**config.mk**
```make
export PLATFORM = sky130hd
export DESIGN_NAME = sipo_rx
export DESIGN_NICKNAME = d
export VERILOG_FILES = /design/src/rtl/sipo_rx.sv
export SDC_FILE = /design/constraint.sdc
export NUM_CORES = 1
export LEC_CHECK = 0
export CAP_MARGIN = 0
export CELL_PAD_IN_SITES_DETAIL_PLACEMENT = 1
export CELL_PAD_IN_SITES_GLOBAL_PLACEMENT = 2
export CORE_MARGIN = 1
export CORE_UTILIZATION = 32
export DETAILED_ROUTE_END_ITERATION = 8
export PLACE_DENSITY_LB_ADDON = 0.1
export SLEW_MARGIN = 5
export SYNTH_ARGS = -nofsm -noshare
export SYNTH_HDL_FRONTEND = slang
export SYNTH_SLANG_ARGS = --single-unit
```
**constraint.sdc**
```tcl
create_clock -name clk -period 3.2 [get_ports clk]
set_clock_uncertainty 0.15 [all_clocks]
set_input_delay 0.64 -clock clk [delete_from_list [all_inputs] [get_ports clk]]
set_output_delay 0.64 -clock clk [all_outputs]
set_load 0.05 [all_outputs]
```
**src/rtl/sipo_rx.sv**
```systemverilog
// Serial-in / parallel-out receiver: assembles DATA_WIDTH serial bits into a word,
// offers it through a valid/ready holding register, and flags words lost to overrun.
`timescale 1ns/1ps

module sipo_rx #(
  parameter int DATA_WIDTH = 4,
  parameter int CLOCK_EDGE = 1,
  parameter int LSB_FIRST  = 1
) (
  input  logic                  clk,
  input  logic                  rst,
  input  logic                  d_in,
  input  logic                  d_valid_in,
  output logic [DATA_WIDTH-1:0] q_out,
  output logic                  q_valid_out,
  input  logic                  q_ready_in,
  input  logic                  out_enable_in,
  output logic                  overrun_out
);

  localparam int CNT_W = (DATA_WIDTH > 1) ? $clog2(DATA_WIDTH) : 1;
  localparam logic [CNT_W-1:0] LAST_CNT = CNT_W'(DATA_WIDTH - 1);
  localparam logic [CNT_W-1:0] CNT_ONE  = CNT_W'(1);

  logic                  act_clk_s;
  logic [DATA_WIDTH-1:0] sreg_r;
  logic [CNT_W-1:0]      cnt_r;
  logic [DATA_WIDTH-1:0] hold_r;
  logic                  full_r;
  logic                  ovr_r;
  logic [DATA_WIDTH-1:0] word_s;
  logic                  complete_s;
  logic                  xfer_s;

  // Falling-edge builds run the same state machine on an inverted clock.
  generate
    if (CLOCK_EDGE != 0) begin : g_rise
      assign act_clk_s = clk;
    end else begin : g_fall
      assign act_clk_s = ~clk;
    end
  endgenerate

  // Next shift value, word completion and handshake transfer decode.
  always_comb begin
    word_s     = '0;
    complete_s = 1'b0;
    xfer_s     = 1'b0;
    if (LSB_FIRST != 0) begin
      word_s = {d_in, sreg_r[DATA_WIDTH-1:1]};
    end else begin
      word_s = {sreg_r[DATA_WIDTH-2:0], d_in};
    end
    complete_s = d_valid_in && (cnt_r == LAST_CNT);
    xfer_s     = full_r && q_ready_in && out_enable_in;
  end

  // Shift register, bit counter, holding register, full and sticky overrun flags.
  always_ff @(posedge act_clk_s or negedge rst) begin
    if (!rst) begin
      sreg_r <= '0;
      cnt_r  <= '0;
      hold_r <= '0;
      full_r <= 1'b0;
      ovr_r  <= 1'b0;
    end else begin
      if (d_valid_in) begin
        sreg_r <= word_s;
        cnt_r  <= complete_s ? '0 : (cnt_r + CNT_ONE);
      end
      // A completed word is accepted only if the holding register is free or draining now.
      if (complete_s) begin
        if (!full_r || xfer_s) begin
          hold_r <= word_s;
          full_r <= 1'b1;
        end else begin
          ovr_r <= 1'b1;
        end
      end else if (xfer_s) begin
        full_r <= 1'b0;
      end
    end
  end

  assign q_out       = out_enable_in ? hold_r : '0;
  assign q_valid_out = out_enable_in & full_r;
  assign overrun_out = ovr_r;

endmodule

```
==> key figures <==
Worst setup path
  – Worst-path cell chain: clkdlybuf4s50_1 -> and2_2 -> buf_4
  – CP Launch Point: out_enable_in
  – CP max stage delay: approximately 0.55 ns
  – Nature of the critical path endpoint: output port
  – Worst Path Class, Setup: primary input to output port
  – Worst setup SP type: primary input
  – Worst-path maximum fanout: 6
  – Data required, critical path: 2.41 ns
  – Worst Path Arrival: 1.55 ns
  – CP max stage cell: clkdlybuf4s50_1
  – RR Startpoint: cnt_r[0]

STA
  – Min Tclk post-route: 2.34 ns
  – Fin. Hold Viols: 0
  – Fmax: 428 MHz
  – RSZ-0062 raised after global routing: no
  – Worst slew pin tran: 0.493 ns
  – Fin. max-slew vios: 0
  – Max-slew headroom: 0.670
  – Count of final setup violators: 0
  – Post-route setup TNS: 0 ns
  – Fin crit share: 0.730

Floorplanning
  – Initial Util: 0.361
  – Num rows: 13
  – Die width: 41 microns
  – Die span in y: 41 microns
  – I/O pin total: 12
  – DIE AREA: 1680 sq um
  – Placeable Area: 1350 sq um

Synth
  – Syn. warnings: 0
  – Cell taking the most area after synthesis: dfrtp_1
  – Yosys reg bits: 11
  – Count of cell types in the netlist: 11
  – Syn_area_per_cell: 14.3 sq um
  – Top post-synthesis cells by area: dfrtp_1, mux2_2, and2_2
  – Syn_nets: 41
  – Syn Std Cell Area: 487 sq um
  – Synth top area share: 0.566
  – Seq/Total Area, Yosys: 0.566
  – Cells after synthesis: 34

Global route
  – Initial antenna violation count: 0
  – Largest net degree at the start of global routing: 12
  – Vias in the first global route: 313
  – GR Overflow Total: 0
  – Total GRT Usage: 0.124
  – Global-route wire length before repair: 1.26 mm

Finish
  – Layout cells sized above 1: 0.521
  – Most common cell after layout, fill and taps aside: dfrtp_1
  – Commonest non-fill, non-tap cells in the layout: dfrtp_1, mux2_2, clkdlybuf4s50_1, and2_2, buf_4
  – Final Net Count: 56
  – Final non-filler cell area: about 620 sq um
  – ANT cells: 0
  – Area Overhead vs Synth: 27.8%

Clock network
  – Setup Fix Bufs, Post-CTS: 0
  – Post-cts repair resize count: 0
  – Clock Latency Late Sink: 0.26 ns
  – CTS clk-pin slew, worst paths: ~0.060 ns
  – CTS H-tree lvls: 1
  – Clk buf depth: 2
  – Hold buffers post-CTS: 0
  – Inserted Clock Buffers: 3
  – CTS tree: built
  – Clk root buf: clkbuf_4
  – Sink Count: 11

Routing
  – Vias post-DR: roughly 300
  – Drt pass-1 iters: 1
  – Antenna Violating Nets Remaining: 0
  – Routed len/inst: about 12 microns
  – DRC: 0
  – Via density: 4.78
  – Initial DRC count: 0
  – Drt total wl: 783 microns

Placement
  – Gpl congestion: 0.658
  – Placement Cell Area: 596 sq um
  – Port Buffers: 11

Pwr
  – Maximum vdd ir drop: 0.000358 V
  – Total power: 0.564 mW
  – Cell Pwr Density: approximately 910 nW/um^2
  – Leak Pwr: 0.280 nW

Status
  – Status: finished, final reports clean

Min path
  – Hold Crit Start: overrun_out
  – Worst min path class: flip-flop to flip-flop

Job
  – Max Cap Viol: 0
[report_power, final]
group | switching, mW | leakage (nW) | internal (mW)
combinational | 0.137 | 0.135 | 0.109
clock | 0.0424 | 0.0150 | 0.0481
sequential | 0.0328 | 0.130 | 0.196
total | 0.212 | 0.280 | 0.352
[logic make-up (layout without fill, tap and decap cells)]
kind of cell,after synthesis,in the layout,share of synthesized area
buffers and inverters,1,15,0.0154
adder cells (fa/ha/maj),1,1,0.0257
flip-flops,11,11,0.566
multiplexers,9,9,0.208
AND/OR/NAND/NOR,10,10,0.136
AO/OA/AOI/OAI,2,2,0.0489
[layout make-up]
cell class / count / area [sq um]
clock buffer: 4 / 26.3
sequential: 11 / 275
multi-input combinational: 22 / 204
timing repair buffer: 11 / 97.6
tap: 15 / 18.8
fill: 144 / 728
[through the flow]
| step | cells | hold slack [ns] | utilization | worst slack, ns |
|---|---|---|---|---|
| 2_1_floorplan | 34 | 0.194 | - | 1.49 |
| 3_3_place_gp | 59 | 0.308 | 0.441 | 0.884 |
| 3_5_place_dp | 59 | 0.320 | 0.441 | 0.857 |
| 4_1_cts | 63 | 0.334 | 0.461 | 0.847 |
| 5_1_grt | 63 | 0.374 | 0.461 | 0.815 |
| 6_report | 63 | 0.327 | 0.461 | 0.864 |
[critical path, delay by kind of cell]
kind / cells / cell delay (ns)
buffers and inverters: 2 / 0.74
AND/OR/NAND/NOR: 1 / 0.17
[flip-flops by register name (all words and copies together) (netlist names)]
register / count
sreg_r: 3
full_r: 1
hold_r: 4
cnt_r: 2
overrun_out: 1
[synthesized netlist by cell type (all sizes together)]
master and count:
ha 1, a21oi 1, buf 1, dfrtp 11, mux2 9, nand2 4, and2 5, nor2 1
o21bai 1
[worst paths after layout]
check / cells past startpoint / to / slack [ns]
worst max-delay path: 3 / q_valid_out / 0.86
max in group asynchronous: 1 / cnt_r[0] / 2.02
worst max register to register: 4 / hold_r[3] / 1.75
worst min-delay path: 1 / overrun_out / 0.33
min in group asynchronous: 1 / hold_r[2] / 0.56
worst min register to register: 1 / overrun_out / 0.33
[metal layers]
| layer | up-vias | track usage | wire [microns] |
|---|---|---|---|
| met5 | - | 0 | 0 |
| met4 | 0 | 0.125 | 10 |
| met3 | 2 | 0.0326 | 46 |
| met2 | 10 | 0.188 | 404 |
| met1 | 147 | 0.135 | 322 |
| li1 | 142 | - | - |
Power figures use the tool's default switching activity.
